[src/rtl/mmio_pkg.sv]
// mmio_pkg: shared encodings for the MMIO bus controller.
// FSM state and op encodings plus the default watchdog limit used when
// the controller is built with MMIO_TIMEOUT_EN.
package mmio_pkg;

  typedef enum logic [1:0] {
    ST_IDLE  = 2'd0,
    ST_ISSUE = 2'd1,
    ST_WAIT  = 2'd2,
    ST_RESP  = 2'd3
  } state_e;

  typedef enum logic {
    OP_READ  = 1'b0,
    OP_WRITE = 1'b1
  } op_e;

  localparam int TIMEOUT_DEFAULT = 255;

endpackage

[src/rtl/mmio_addr_decode.sv]
// mmio_addr_decode: combinational base/mask region match.
// Lowest matching slot wins; no match or an instruction fetch selects the
// default memory slave (index N_SLV), which receives the raw address.
module mmio_addr_decode #(
  parameter int                        ADDR_W   = 20,
  parameter int                        N_SLV    = 4,
  parameter logic [N_SLV*ADDR_W-1:0]   SLV_BASE = {N_SLV{{ADDR_W{1'b0}}}},
  parameter logic [N_SLV*ADDR_W-1:0]   SLV_MASK = {N_SLV{{ADDR_W{1'b1}}}}
) (
  input  logic [ADDR_W-1:0] addr,
  input  logic              instr,
  output logic [N_SLV:0]    sel,
  output logic [ADDR_W-1:0] offset
);

  logic found;

  // Priority match: first hit from slot 0 upward; offset wraps modulo 2^ADDR_W.
  always_comb begin
    sel    = '0;
    offset = addr;
    found  = 1'b0;
    for (int i = 0; i < N_SLV; i++) begin
      if (!instr && !found &&
          ((addr & SLV_MASK[i*ADDR_W +: ADDR_W]) ==
           (SLV_BASE[i*ADDR_W +: ADDR_W] & SLV_MASK[i*ADDR_W +: ADDR_W]))) begin
        found  = 1'b1;
        sel[i] = 1'b1;
        offset = addr - SLV_BASE[i*ADDR_W +: ADDR_W];
      end
    end
    if (!found) begin
      sel[N_SLV] = 1'b1;
    end
  end

endmodule

[src/rtl/mmio_bus_ctrl.sv]
// mmio_bus_ctrl: registered one-transaction-at-a-time MMIO bus controller.
// IDLE -> ISSUE (one-cycle strobe) -> WAIT (selected s_ready) -> RESP
// (m_ready pulse, s_read_done for reads). A request held across RESP is
// not relaunched until it has been seen low once (armed flag).
// Optional watchdog: define MMIO_TIMEOUT_EN to bound WAIT to TIMEOUT cycles
// and report m_err; otherwise WAIT is unbounded and m_err is tied low.
module mmio_bus_ctrl
  import mmio_pkg::*;
#(
  parameter int                        ADDR_W   = 20,
  parameter int                        DATA_W   = 16,
  parameter int                        N_SLV    = 4,
  parameter logic [N_SLV*ADDR_W-1:0]   SLV_BASE = {N_SLV{{ADDR_W{1'b0}}}},
  parameter logic [N_SLV*ADDR_W-1:0]   SLV_MASK = {N_SLV{{ADDR_W{1'b1}}}},
  parameter int                        TIMEOUT  = TIMEOUT_DEFAULT
) (
  input  logic                        cpu_clk,
  input  logic                        cpu_rst,
  input  logic [ADDR_W-1:0]           m_addr,
  input  logic [DATA_W-1:0]           m_wdata,
  input  logic                        m_read,
  input  logic                        m_write,
  input  logic                        m_instr,
  output logic [DATA_W-1:0]           m_rdata,
  output logic                        m_ready,
  output logic                        m_busy,
  output logic                        m_err,
  output logic [ADDR_W-1:0]           s_addr,
  output logic [DATA_W-1:0]           s_wdata,
  output logic [N_SLV:0]              s_sel,
  output logic                        s_read,
  output logic                        s_write,
  output logic                        s_read_done,
  input  logic [(N_SLV+1)*DATA_W-1:0] s_rdata,
  input  logic [N_SLV:0]              s_ready
);

  state_e              state_q, state_d;
  op_e                 op_q, op_d;
  logic                armed_q, armed_d;
  logic [DATA_W-1:0]   m_rdata_q, m_rdata_d;
  logic                m_ready_q, m_ready_d;
  logic                m_busy_q, m_busy_d;
  logic [ADDR_W-1:0]   s_addr_q, s_addr_d;
  logic [DATA_W-1:0]   s_wdata_q, s_wdata_d;
  logic [N_SLV:0]      s_sel_q, s_sel_d;
  logic                s_read_q, s_read_d;
  logic                s_write_q, s_write_d;
  logic                s_read_done_q, s_read_done_d;

  logic [N_SLV:0]      dec_sel;
  logic [ADDR_W-1:0]   dec_offset;
  logic                req;
  logic                sel_ready;
  logic [DATA_W-1:0]   sel_rdata;

`ifdef MMIO_TIMEOUT_EN
  localparam int CNT_W = ($clog2(TIMEOUT + 1) > 8) ? $clog2(TIMEOUT + 1) : 8;
  logic [CNT_W-1:0]    cnt_q, cnt_d;
  logic                m_err_q, m_err_d;
`endif

  mmio_addr_decode #(
    .ADDR_W   (ADDR_W),
    .N_SLV    (N_SLV),
    .SLV_BASE (SLV_BASE),
    .SLV_MASK (SLV_MASK)
  ) u_decode (
    .addr   (m_addr),
    .instr  (m_instr),
    .sel    (dec_sel),
    .offset (dec_offset)
  );

  assign req       = m_read | m_write;
  assign sel_ready = |(s_ready & s_sel_q);

  // One-hot AND-OR mux of the latched slave's read data.
  always_comb begin
    sel_rdata = '0;
    for (int i = 0; i <= N_SLV; i++) begin
      sel_rdata = sel_rdata | (s_rdata[i*DATA_W +: DATA_W] & {DATA_W{s_sel_q[i]}});
    end
  end

  // Next-state and registered-output computation for the transaction FSM.
  always_comb begin
    state_d       = state_q;
    op_d          = op_q;
    armed_d       = armed_q | ~req;
    m_rdata_d     = m_rdata_q;
    m_ready_d     = 1'b0;
    s_addr_d      = s_addr_q;
    s_wdata_d     = s_wdata_q;
    s_sel_d       = s_sel_q;
    s_read_d      = 1'b0;
    s_write_d     = 1'b0;
    s_read_done_d = 1'b0;
`ifdef MMIO_TIMEOUT_EN
    cnt_d         = cnt_q;
    m_err_d       = m_err_q;
`endif
    case (state_q)
      ST_IDLE: begin
        if (armed_q && req) begin
          state_d   = ST_ISSUE;
          armed_d   = 1'b0;
          op_d      = m_write ? OP_WRITE : OP_READ;
          s_sel_d   = dec_sel;
          s_addr_d  = dec_offset;
          s_wdata_d = m_wdata;
          s_read_d  = ~m_write;
          s_write_d = m_write;
`ifdef MMIO_TIMEOUT_EN
          m_err_d   = 1'b0;
`endif
        end
      end
      ST_ISSUE: begin
        state_d = ST_WAIT;
`ifdef MMIO_TIMEOUT_EN
        cnt_d   = '0;
`endif
      end
      ST_WAIT: begin
        if (sel_ready) begin
          state_d   = ST_RESP;
          m_ready_d = 1'b1;
          if (op_q == OP_READ) begin
            m_rdata_d     = sel_rdata;
            s_read_done_d = 1'b1;
          end
        end
`ifdef MMIO_TIMEOUT_EN
        else if (cnt_q == CNT_W'(TIMEOUT - 1)) begin
          state_d   = ST_RESP;
          m_ready_d = 1'b1;
          m_err_d   = 1'b1;
          m_rdata_d = '0;
        end else begin
          cnt_d = cnt_q + 1'b1;
        end
`endif
      end
      default: begin
        state_d = ST_IDLE;
      end
    endcase
    m_busy_d = (state_d != ST_IDLE);
  end

  // State and output registers; reset aborts any transaction silently.
  always_ff @(posedge cpu_clk) begin
    if (cpu_rst) begin
      state_q       <= ST_IDLE;
      op_q          <= OP_READ;
      armed_q       <= 1'b1;
      m_rdata_q     <= '0;
      m_ready_q     <= 1'b0;
      m_busy_q      <= 1'b0;
      s_addr_q      <= '0;
      s_wdata_q     <= '0;
      s_sel_q       <= '0;
      s_read_q      <= 1'b0;
      s_write_q     <= 1'b0;
      s_read_done_q <= 1'b0;
`ifdef MMIO_TIMEOUT_EN
      cnt_q         <= '0;
      m_err_q       <= 1'b0;
`endif
    end else begin
      state_q       <= state_d;
      op_q          <= op_d;
      armed_q       <= armed_d;
      m_rdata_q     <= m_rdata_d;
      m_ready_q     <= m_ready_d;
      m_busy_q      <= m_busy_d;
      s_addr_q      <= s_addr_d;
      s_wdata_q     <= s_wdata_d;
      s_sel_q       <= s_sel_d;
      s_read_q      <= s_read_d;
      s_write_q     <= s_write_d;
      s_read_done_q <= s_read_done_d;
`ifdef MMIO_TIMEOUT_EN
      cnt_q         <= cnt_d;
      m_err_q       <= m_err_d;
`endif
    end
  end

  assign m_rdata     = m_rdata_q;
  assign m_ready     = m_ready_q;
  assign m_busy      = m_busy_q;
  assign s_addr      = s_addr_q;
  assign s_wdata     = s_wdata_q;
  assign s_sel       = s_sel_q;
  assign s_read      = s_read_q;
  assign s_write     = s_write_q;
  assign s_read_done = s_read_done_q;
`ifdef MMIO_TIMEOUT_EN
  assign m_err       = m_err_q;
`else
  assign m_err       = 1'b0;
`endif

endmodule

[config.mk]
export PLATFORM = sky130hd
export DESIGN_NAME = mmio_bus_ctrl
export DESIGN_NICKNAME = d
export VERILOG_FILES = /design/src/rtl/mmio_pkg.sv /design/src/rtl/mmio_addr_decode.sv /design/src/rtl/mmio_bus_ctrl.sv
export SDC_FILE = /design/constraint.sdc
export NUM_CORES = 1
export LEC_CHECK = 0
export CAP_MARGIN = 20
export CORE_ASPECT_RATIO = 0.75
export CORE_MARGIN = 10
export CORE_UTILIZATION = 38
export DETAILED_ROUTE_END_ITERATION = 10
export PLACE_DENSITY = 0.81
export SLEW_MARGIN = 20
export SYNTH_ARGS = -nofsm -noshare
export SYNTH_HDL_FRONTEND = slang
export SYNTH_SLANG_ARGS = --single-unit
export TNS_END_PERCENT = 30
[constraint.sdc]
create_clock -name cpu_clk -period 3.7 [get_ports cpu_clk]
set_input_delay 0.37 -clock cpu_clk [delete_from_list [all_inputs] [get_ports cpu_clk]]
set_output_delay 0.37 -clock cpu_clk [all_outputs]
set_load 0.005 [all_outputs]
### After elaboration in Yosys (flattened, before gate mapping)

Cells that the tools add are included.

* register bits after elaboration: 66
* bits of input ports: 126
* output and inout port bits: 63
* word-level logic and storage cells: 70

* eq/ne operators: 2
* multiplexer cells: 16
* bitwise logic cells: 19
* reduce and logical (&&, ||, !) cells: 21

Operators with widths (count)
* bitwise AND 16 bit: 5
* bitwise OR 16 bit: 4
* logical NOT 20 bit: 1
* 2-to-1 mux 1 bit: 13
* logical AND 1 bit: 8
* NOT 1 bit: 7
* case mux 2 bit (3 select lines): 1
* OR reduction 3 bit: 2
* bitwise AND 5 bit: 1
* OR reduction 5 bit: 1
* logical NOT 1 bit: 4
* 2-to-1 mux 2 bit: 2
* AND reduction 3 bit: 1
* equality test 2 x 1 -> 1 bit, second input constant: 1
* equality test 2 bit, second input constant: 1
* logical NOT 2 bit: 1
* bitwise OR 1 bit: 2
* AND reduction 2 bit: 1
* nonzero test 2 bit: 1
* OR reduction 2 bit: 1

### Depth between registers and ports, before layout

Gate-level depths: netlist (run 1).

* depth in word-level cells: 16
* gate-level depth with buffers: 7
* mapped depth without buffers: 5

### Cells and area by module

From an unflattened synthesis (run 1), not the netlist that was laid out.

* cell total of the unflattened synthesis: 364
* area total of the unflattened synthesis: 3103.0 um^2

By module, submodules not included
* mmio_bus_ctrl: instances 1, cells each 329, area an instance 2870.3 um^2
* mmio_addr_decode: instances 1, cells each 35, area an instance 232.7 um^2

### Least setup slack after synthesis (run 1)

No wires, ideal clock.

* path type: register to register
* from: reg state_q[0]
* to: reg m_rdata_q[10], in the netlist m_rdata[10]
* arrival: 1479 ps
* required time: 3554 ps
* setup slack: 2075 ps
* stages on the path, launching flop included: 8
* clock period less this slack: 1625 ps
* path through: dfxtp_1 -> inv_1 -> ha_1 -> nor2b_1 -> buf_2 -> clkbuf_1 -> a221oi_1 -> a211oi_2

* word-level cells in the longest chain between the ends: 2

RTL lines
* start: declaration: RTL line mmio_bus_ctrl.sv:38 `state_e state_q, state_d;`
* start signal: assignment: RTL line mmio_bus_ctrl.sv:172 `state_q <= state_d;`
* equality test 2 bit: RTL line mmio_bus_ctrl.sv:103 `case (state_q)`
* AND reduction 3 bit (no source line)
* end signal: assignment: RTL line mmio_bus_ctrl.sv:175 `m_rdata_q <= m_rdata_d;`
* end: declaration: RTL line mmio_bus_ctrl.sv:41 `logic [DATA_W-1:0] m_rdata_q, m_rdata_d;`

Every way passes these cells.
A chain may end at the register's enable or synchronous reset.

### Worst setup path after layout (run 1)

* from: reg state_q[0]
* to: reg m_rdata_q[2], in the netlist m_rdata[2]

The elaborated chain is that of the path after synthesis.

==> qor.yml, run 1 <==
floorplanning:
  dieHeight_um: 94.2
  pin_count: 189
  core_mm2: 0.00696
  start_util: 0.401
  fp.dieW_um: 119
  row_count: 26
  die_area_mm2: 0.0112
routing:
  drt-initial-drc-count: 191
  avgRoutedWirePerCell_um: 18.2
  vias: 3059
  vias_per_cell: 5.17
  wl_mm: 10.8
  dr.pass1.iters: 4
  remaining_drc_errors: 0
  antenna_left: 0
job:
  max_cap_viol_count: 0
power:
  p_leak_uw: 0.00171
  p_per_area_mw_per_mm2: 497
  power_uw: 2420
  ir_drop_mv: 0.282
synth:
  syn_avg_cell_area_um2: 8.84
  syn_inst: 316
  syn_nets: 445
  yosysUniqueCellTypes: 35
  ys_warn_count: 0
  ys.flop_type: "dfxtp_1"
  synth_top_cell_area_share: 0.459
  yosysSeqAreaShare: 0.459
  synthTopCellsByArea: "dfxtp_1 46%, nand2_1 10%, a21oi_1 7.0%"
  ys_ff_latch: 64
  async_flop_share: 0
  synth-edff-count: 0
  syn_area_mm2: 0.00279
  yosys.area.top_type: "dfxtp_1"
run_status:
  outcome: "finished, final reports clean"
critical_path:
  start_kind: "flip-flop"
  crit_required_ns: 3.89
  path_class: "reg2reg"
  critPathArrivalTime_ns: 2.07
  crit_path_end_kind: "flip-flop"
  worstPathMaxFanout: 17
final_layout:
  nets: 618
  antenna_cells: 0
  multi_input_area_mm2: 0.00132
  final_cell_mix: "186 x clkdlybuf4s50_1, 76 x nand2_1, 64 x dfxtp_1"
  areaGrowthSynthToFinish_pct: 74.3
  fillerInstances: 583
  drive_gt1_frac: 0.0729
  post-route-util: 0.699
  final_common_cell: "clkdlybuf4s50_1"
  ff_latch_area_mm2: 0.00128
placement:
  dp_hpwl_mm: 8.46
  portBuffers: 187
  gp_congestion: 0.787
global_routing:
  grt_pass1_vias: 3186
  grt_pass1_wl_mm: 16.7
  gr-total-overflow: 0
  grt_max_degree: 38
  antenna_found_initial: 0
  grt_usage: 0.182
sta:
  finalHoldViolCount: 0
  slew_headroom: 0.549
  grt_setup_unrepaired: "no"
  finalCriticalPeriod_ns: 1.88
  tns_ns: 0
  maxSlewViolCount: 0
  hold-worst-slack_ns: 0.455
  fmax_mhz: 531
  min_period_over_period: 0.509
  skew_ns: 0.00773
  setup_violations: 0
  worst_pin_slew_ns: 0.677
clock_network:
  clkTransAtPathRegs_ns: 0.07
  worst_skew_pair.late_latency_ns: 0.33
  cts_tree: "done"
  clk_path_buf_depth: 2
  postCtsHoldBufs: 0
  post_cts_buffers: 0
  cts_root_buffer: "clkbuf_8"
  htree_levels: 3
  cts.sinks: 64
  cts.repair.resized: 0
  numCtsBuffers: 9
min_path:
  hold_class: "reg2reg"
==> power by group <==
part           switching, uW  internal (uW)  leakage [uW]
clock network            264            329     0.0000993
registers               69.7            824      0.000523
logic                    443            490       0.00108
==> per-stage QoR <==
stage               cells  worst slack, ns  instance area [um2]
floorplan             316             2.07                 2790
global placement      576             1.61                 4670
detailed placement    576             1.53                 4670
CTS                   592             1.81                 4870
global route          592             1.68                 4870
finish                592             1.82                 4870
==> worst paths after layout <==
check,start,endpoint,slack [ns],depth (start not counted)
setup reg to reg,state_q[0],m_rdata[2],1.82,5
setup / recovery,state_q[0],m_rdata[2],1.82,5
hold reg to reg,s_addr[9],s_addr[9],0.46,2
hold / removal,s_addr[9],s_addr[9],0.46,2
==> state kept, by name, indices dropped and copies added (netlist names) <==
| name | flops |
|---|---|
| s_addr | 20 |
| armed_q | 1 |
| s_write | 1 |
| m_busy | 1 |
| state_q | 2 |
| s_sel | 3 |
| m_ready | 1 |
| op_q | 1 |
| s_read_done | 1 |
| s_wdata | 16 |
| m_rdata | 16 |
| s_read | 1 |
==> area by class of cell <==
cell class,count,share of cell area
Tap cell,98,0.0252
Sequential cell,64,0.263
Multi-Input combinational cell,215,0.272
Clock buffer,11,0.0290
Inverter,4,0.00308
Clock inverter,5,0.0116
Timing Repair Buffer,195,0.396
==> synthesized netlist by cell type, drive strengths merged, types with 4 or more instances <==
library cell	number
buf	14
dfxtp	64
inv	4
a221oi	16
a211oi	16
or3	17
nor4	4
nand2	76
a222oi	16
a21oi	39
clkbuf	19
==> critical path, stage by stage (launching register included) <==
cell,delay [ns]
dfxtp_1,0.34
inv_1,0.09
ha_1,0.25
and3b_1,0.59
a22o_4,0.35
a211oi_1,0.11
==> routing by layer <==
layer | track usage | part of all wire | vias to the layer above
li1 | - | - | 1513
met1 | 0.209 | 0.41 | 1441
met2 | 0.314 | 0.51 | 99
met3 | 0.0667 | 0.073 | 6
met4 | 0.0497 | 0.0069 | 0
met5 | 0 | 0 | -
==> cell families (layout without fill, tap and decap cells) <==
kind of cell | after synthesis | count (layout) | synth area share
and+or+nand+nor | 112 | 112 | 0.185
buffers and inverters | 37 | 215 | 0.0672
other | 1 | 1 | 0.00134
adders and majority gates | 3 | 3 | 0.0134
DFF | 64 | 64 | 0.459
AOI/OAI and AO/OA | 99 | 99 | 0.275
Note: power is estimated with default switching activity, not from simulation.
==> run 2: changes to the inputs <==
--- a/config.mk
+++ b/config.mk
@@ -8,9 +8,9 @@
 export CAP_MARGIN = 20
 export CORE_ASPECT_RATIO = 0.75
 export CORE_MARGIN = 10
-export CORE_UTILIZATION = 38
+export CORE_UTILIZATION = 32
 export DETAILED_ROUTE_END_ITERATION = 10
-export PLACE_DENSITY = 0.81
+export PLACE_DENSITY = 0.72
 export SLEW_MARGIN = 20
 export SYNTH_ARGS = -nofsm -noshare
 export SYNTH_HDL_FRONTEND = slang
==> constraint.sdc (replaced) <==
create_clock -name cpu_clk -period 1.7 [get_ports cpu_clk]
set_input_delay 0.17 -clock cpu_clk [delete_from_list [all_inputs] [get_ports cpu_clk]]
set_output_delay 0.17 -clock cpu_clk [all_outputs]
set_load 0.005 [all_outputs]
==> run 2 against run 1 <==
Effect of this change: total power is 150% higher; clock skew is 0.0052 ns lower; global-route usage is 1.5 points lower; non-clock buffer count is 12 higher; cell area is 6.5% higher; sequential power is 120% higher; utilization is 8.9 points lower; via count is 2.7% higher; first-iteration DRC count is 28% higher; critical path depth is 3 lower.
==> qor.yml, run 2 (synthesis results as in run 1) <==
critical_path:
  crit_path_end_kind: "output pin"  # was flip-flop
  worstPathMaxFanout: 17  # unchanged
  critPathArrivalTime_ns: 1.47  # was 2.07 ns
  crit_required_ns: 1.53  # was 3.89 ns
  path_class: "reg2out"  # was reg2reg
  start_kind: "flip-flop"  # unchanged
final_layout:
  stdcell_count: 614  # was 592
  antenna_cells: 0  # unchanged
  largest_reg_flops: 20  # unchanged
  nets: 630  # was 618
  post-route-util: 0.611  # was 0.699
  final_common_cell: "clkdlybuf4s50_1"  # unchanged
  areaGrowthSynthToFinish_pct: 85.6  # was 74.3%
  final_cell_mix: "186 x clkdlybuf4s50_1, 76 x nand2_1, 64 x dfxtp_1"  # unchanged
  drive_gt1_frac: 0.119  # was 0.0729
routing:
  met2_length_mm: 5.60  # was 5.48 mm
  wl_met1_mm: 4.35  # was 4.43 mm
  drt-initial-drc-count: 245  # was 191
  vias_per_cell: 5.12  # was 5.17
  dr.pass1.iters: 5  # was 4
  remaining_drc_errors: 0  # unchanged
  routed-wl-met3_mm: 1.04  # was 790 um
  wl_mm: 11.1  # was 10.8 mm
  antenna_left: 0  # unchanged
  routed.top_layer: "met4"  # unchanged
  avgRoutedWirePerCell_um: 18.1  # was 18.2 um
  vias: 3142  # was 3,059
floorplanning:
  row_count: 29  # was 26
  die_area_mm2: 0.0129  # was 0.0112 mm2
  dieHeight_um: 101  # was 94.2 um
  core_mm2: 0.00849  # was 0.00696 mm2
  fp.dieW_um: 128  # was 119 um
  pin_count: 189  # unchanged
  start_util: 0.329  # was 0.401
power:
  p_per_area_mw_per_mm2: 1160  # was 497 mW/mm2
  ir_drop_mv: 0.655  # was 0.282 mV
  pwr-share-seq: 0.326  # was 0.369
  comb_power_share: 0.371  # was 0.386
  p_leak_uw: 0.00187  # was 0.00171 uW
  swShare: 0.300  # was 0.321
  power.switching_uw: 1800  # was 777 uW
  intPower_uw: 4200  # was 1640 uW
  clkPwrFrac: 0.303  # was 0.245
clock_network:
  clkTransAtPathRegs_ns: 0.05  # was 0.07 ns
  cts_tree: "done"  # unchanged
  cts.sinks: 64  # unchanged
  worst_skew_pair.late_latency_ns: 0.32  # was 0.33 ns
  htree_levels: 3  # unchanged
  clk_path_buf_depth: 2  # unchanged
  cts_root_buffer: "clkbuf_16"  # was clkbuf_8
  numCtsBuffers: 9  # unchanged
run_status:
  outcome: "finished, final reports clean"  # unchanged
sta:
  grt_setup_unrepaired: "no"  # unchanged
  fmax_mhz: 611
  min_period_over_period: 0.962
  finalHoldViolCount: 0  # unchanged
  finalCriticalPeriod_ns: 1.64
  maxSlewViolCount: 0  # unchanged
  skew_ns: 0.00254  # was 0.00773 ns
  setup_violations: 0  # unchanged
global_routing:
  grt_pass1_vias: 3281  # was 3,186
  antenna_found_initial: 0  # unchanged
  grt_usage: 0.167  # was 0.182
  grt_max_degree: 44  # was 38
  gr-total-overflow: 0  # unchanged
  grt_pass1_wl_mm: 17.3  # was 16.7 mm
placement:
  dpl.cell_count: 598  # was 576
  dp_hpwl_mm: 8.80  # was 8.46 mm
  gp_congestion: 0.734  # was 0.787
  portBuffers: 187  # unchanged
job:
  max_cap_viol_count: 0  # unchanged
min_path:
  hold_class: "in2reg"  # was reg2reg
-- run 2: cell count changes in the layout (fill, tap and decap cells not counted), moves of 3 or more --
cell	delta
buf_12	+3
clkbuf_16	+9
a221oi_2	+11
clkbuf_8	-8
buf_4	+9
a221oi_1	-11
-- run 2: per-stage QoR --
step	instance area (um2)	hold WS [ns]	TNS [ns]	total power, uW	worst slack (ns)
2_1_floorplan	2790	0.249	0	2950	0.0749
3_3_place_gp	4810	0.441	0	4110	0.0146
3_5_place_dp	4810	0.445	-0.167	4180	-0.0706
4_1_cts	5120	0.235	0	6030	0.0325
5_1_grt	5180	0.255	0	6380	0.00419
6_report	5180	0.240	0	5990	0.0643
-- run 2: layer usage --
layer	vias up	global-route usage
met3	8	0.0804
met4	0	0.0406
met5	-	0
met2	111	0.285
met1	1488	0.183
li1	1535	-
-- run 2: layout make-up --
| class | count | area, um2 |
|---|---|---|
| fillers | 754 | 3310 |
| repair buffers | 207 | 2050 |
| multi-input cells | 215 | 1400 |
| flip-flops and latches | 64 | 1280 |
| clock buffers | 13 | 260 |
| well taps | 108 | 135 |
| clock inverters | 3 | 40.0 |
| inverters | 4 | 15.0 |
-- run 2: power groups by stage --
stage	combinational, uW	clock, uW	sequential [uW]
finish	2220	1820	1950
global route	2450	1930	1990
CTS	2220	1860	1950
detailed placement	2200	0	1980
global placement	2140	0	1960
floorplan	964	0	1990
-- run 2: final timing paths --
check | slack, ns | cells past startpoint | to | start
max reg2reg | 0.11 | 6 | m_rdata[15] | state_q[0]
min reg2reg | 0.45 | 2 | s_addr[7] | s_addr[7]
min | 0.24 | 2 | s_wdata[15] | cpu_rst
max | 0.06 | 2 | s_sel[2] | s_sel[3]
-- run 2: critical path, stage by stage, from the launching register on --
cell,delay (ns)
dfxtp_1,0.34
buf_4,0.24
clkdlybuf4s50_1,0.56
-- run 2: repair_timing --
action,in CTS,in global routing
setup endpoints to repair,2,14
gates resized for setup,2,11
hold endpoints to repair,0,0
pin swaps,0,0
setup buffers,0,0
hold buffers,0,0
==> run 3: changes to the inputs <==
--- a/config.mk
+++ b/config.mk
@@ -9,8 +9,9 @@
 export CORE_ASPECT_RATIO = 0.75
 export CORE_MARGIN = 10
 export CORE_UTILIZATION = 32
+export CTS_CLUSTER_SIZE = 12
 export DETAILED_ROUTE_END_ITERATION = 10
-export PLACE_DENSITY = 0.72
+export PLACE_DENSITY = 0.76
 export SLEW_MARGIN = 20
 export SYNTH_ARGS = -nofsm -noshare
 export SYNTH_HDL_FRONTEND = slang
==> run 3 against run 2 <==
Effect of this change: clock power down 4%; flip-flop and latch count unchanged; critical path depth rose by 4; utilization down 0.35 points; final cell count fell by 0.33%; setup slack worse by 0.011 ns; wire length is 0.30% higher; critical path type is now reg2reg; critical endpoint is now m_rdata[13].
==> qor.yml, run 3 (synthesis results as in run 1) <==
run_status:
  outcome: "finished, final reports clean"  # unchanged
critical_path:
  worstPathCellList: "inv_1 > ha_1 > nor2b_1 > buf_4 > a221oi_1 > a211oi_2"  # was buf_4 > clkdlybuf4s50_1
  critPathArrivalTime_ns: 1.84  # was 1.47 ns
  slowest_delay_ns: 0.37  # was 0.56 ns
  path_delay_family: "compound AO/OA/AOI/OAI gates"  # was buffers and inverters
  worstPathMaxFanout: 9  # was 17
  reg2regPathDepth: 6  # unchanged
  crit_path_end_kind: "flip-flop"  # was output pin
  path_class: "reg2reg"  # was reg2out
  critical-path-slowest-cell: "dfxtp_1"  # was clkdlybuf4s50_1
  rrSetupSlack_ns: 0.05  # was 0.11 ns
  crit_required_ns: 1.89  # was 1.53 ns
  crit_buf_inv: 2  # unchanged
  regToRegStartpoint: "state_q[0]"  # unchanged
  start_kind: "flip-flop"  # unchanged
  timing.rr.end: "m_rdata[13]"  # was m_rdata[15]
sta:
  setup_slack_ns: 0.0536  # was 0.0643 ns
  setup_violations: 0  # unchanged
  min_period_over_period: 0.968  # was 0.962
  maxSlewViolCount: 0  # unchanged
  worst_pin_slew_ns: 0.530
  slew_headroom: 0.647
  skew_ns: 0.00325  # was 0.00254 ns
  finalHoldViolCount: 0  # unchanged
  grt_setup_unrepaired: "yes"  # was no
  fmax_mhz: 607  # was 611 MHz
  finalCriticalPeriod_ns: 1.65  # was 1.64 ns
min_path:
  hold_class: "in2reg"  # unchanged
  min_from: "cpu_rst"  # unchanged
  holdPathStages: 2  # unchanged
  hold_end: "m_ready"  # was s_wdata[15]
clock_network:
  clk_path_buf_depth: 2  # unchanged
  post_cts_buffers: 0  # unchanged
  cts_root_buffer: "clkbuf_16"  # unchanged
  cts.sinks: 64  # unchanged
  htree_levels: 3  # unchanged
  numCtsBuffers: 9  # unchanged
  worst_skew_pair.late_latency_ns: 0.31  # was 0.32 ns
  cts_tree: "done"  # unchanged
  clkTransAtPathRegs_ns: 0.05  # about the same
power:
  ir_drop_mv: 0.700  # was 0.655 mV
  comb_power_share: 0.369  # was 0.371
  p_per_area_mw_per_mm2: 1140  # was 1160 mW/mm2
  pwr-share-seq: 0.333  # was 0.326
  p_leak_uw: 0.00184  # was 0.00187 uW
  intPower_uw: 4080  # was 4200 uW
  power.switching_uw: 1800  # about the same
  swShare: 0.306  # was 0.300
  clkPwrFrac: 0.298  # was 0.303
final_layout:
  design_area_mm2: 0.00515  # was 0.00518 mm2
  final_cell_mix: "186 x clkdlybuf4s50_1, 76 x nand2_1, 63 x dfxtp_1"  # was 186 x clkdlybuf4s50_1, 76 x nand2_1, 64 x dfxtp_1
  drive_gt1_frac: 0.111  # was 0.119
  largest_reg_flops: 20  # unchanged
  nets: 628  # was 630
  areaGrowthSynthToFinish_pct: 84.5  # was 85.6%
  antenna_cells: 0  # unchanged
  final_common_cell: "clkdlybuf4s50_1"  # unchanged
floorplanning:
  pin_count: 189  # unchanged
  die_area_mm2: 0.0129  # unchanged
  start_util: 0.329  # unchanged
  core_mm2: 0.00849  # unchanged
  fp.dieW_um: 128  # unchanged
  row_count: 29  # unchanged
  dieHeight_um: 101  # unchanged
routing:
  avgRoutedWirePerCell_um: 18.2  # was 18.1 um
  remaining_drc_errors: 0  # unchanged
  wl_mm: 11.1  # about the same
  antenna_left: 0  # unchanged
  vias: 3139  # was 3,142
  vias_per_cell: 5.13  # was 5.12
  drt-initial-drc-count: 190  # was 245
  dr.pass1.iters: 4  # was 5
placement:
  place_ws_ns: -0.0945  # was -0.0706 ns
  dp_hpwl_mm: 8.81  # was 8.80 mm
  post_dp_cell_area_mm2: 0.00481  # about the same
  portBuffers: 187  # unchanged
  gp_congestion: 0.767  # was 0.734
job:
  max_cap_viol_count: 0  # unchanged
global_routing:
  grt_pass1_wl_mm: 17.2  # was 17.3 mm
  antenna_found_initial: 0  # unchanged
  grt_pass1_vias: 3325  # was 3,281
  gr-total-overflow: 0  # unchanged
  grt_max_degree: 39  # was 44
  grt_usage: 0.162  # was 0.167
## run 3: power groups by stage
stage / clock network (uW) / registers [uW] / logic, uW
after global placement: 0 / 1970 / 2090
after CTS: 1790 / 1960 / 2160
after global routing: 1880 / 2000 / 2390
after floorplan: 0 / 1990 / 964
after detailed placement: 0 / 1980 / 2160
final: 1750 / 1960 / 2170
## run 3: final cells by class
cell class / instances / area, um2
clock buffer: 10 / 229
clock inverter: 6 / 60.1
fill: 759 / 3340
inverter: 4 / 15.0
multi-input combinational: 215 / 1380
sequential: 64 / 1280
tap: 108 / 135
timing repair buffer: 205 / 2050
## run 3: worst reg2reg max path: cells and delay by family, from the launching register on
| kind | cells | cell delay [ns] |
|---|---|---|
| AO/OA/AOI/OAI | 2 | 0.43 |
| adder cells (fa/ha/maj) | 1 | 0.26 |
| buffers and inverters | 2 | 0.27 |
| flip-flops | 1 | 0.37 |
| AND/OR/NAND/NOR | 1 | 0.19 |
## run 3: what timing repair did
action | CTS | global route
hold buffers | 0 | 0
setup endpoints to repair | 0 | 14
resized for setup | 0 | 10
## run 3: metal layers
layer | routed length (um) | share of wire | global-route usage
met4 | 63 | 0.0057 | 0.0294
met1 | 4450 | 0.40 | 0.181
met5 | 0 | 0 | 0
met2 | 5690 | 0.51 | 0.286
met3 | 907 | 0.082 | 0.0652
## run 3: worst max-delay path by stage
stage,to,slack [ns],cells past startpoint,start
final,m_rdata[13],0.05,6,state_q[0]
after global routing,m_rdata[7],-0.02,6,state_q[0]
after CTS,s_sel[2],0.01,2,s_sel[3]
after detailed placement,m_rdata[15],-0.09,5,s_ready[1]
after global placement,m_rdata[7],0.02,5,s_ready[1]
after floorplan,m_rdata[10],0.07,7,state_q[0]
## run 3: stage by stage
| stage | setup TNS, ns | power, uW | util | std cells | hold WS (ns) |
|---|---|---|---|---|---|
| 6_report | 0 | 5880 | 0.607 | 612 | 0.318 |
| 5_1_grt | -0.0465 | 6270 | 0.607 | 612 | 0.369 |
| 4_1_cts | 0 | 5910 | 0.600 | 612 | 0.310 |
| 3_5_place_dp | -0.357 | 4140 | 0.566 | 596 | 0.448 |
| 3_3_place_gp | 0 | 4060 | 0.566 | 596 | 0.442 |
| 2_1_floorplan | 0 | 2950 | - | 316 | 0.249 |
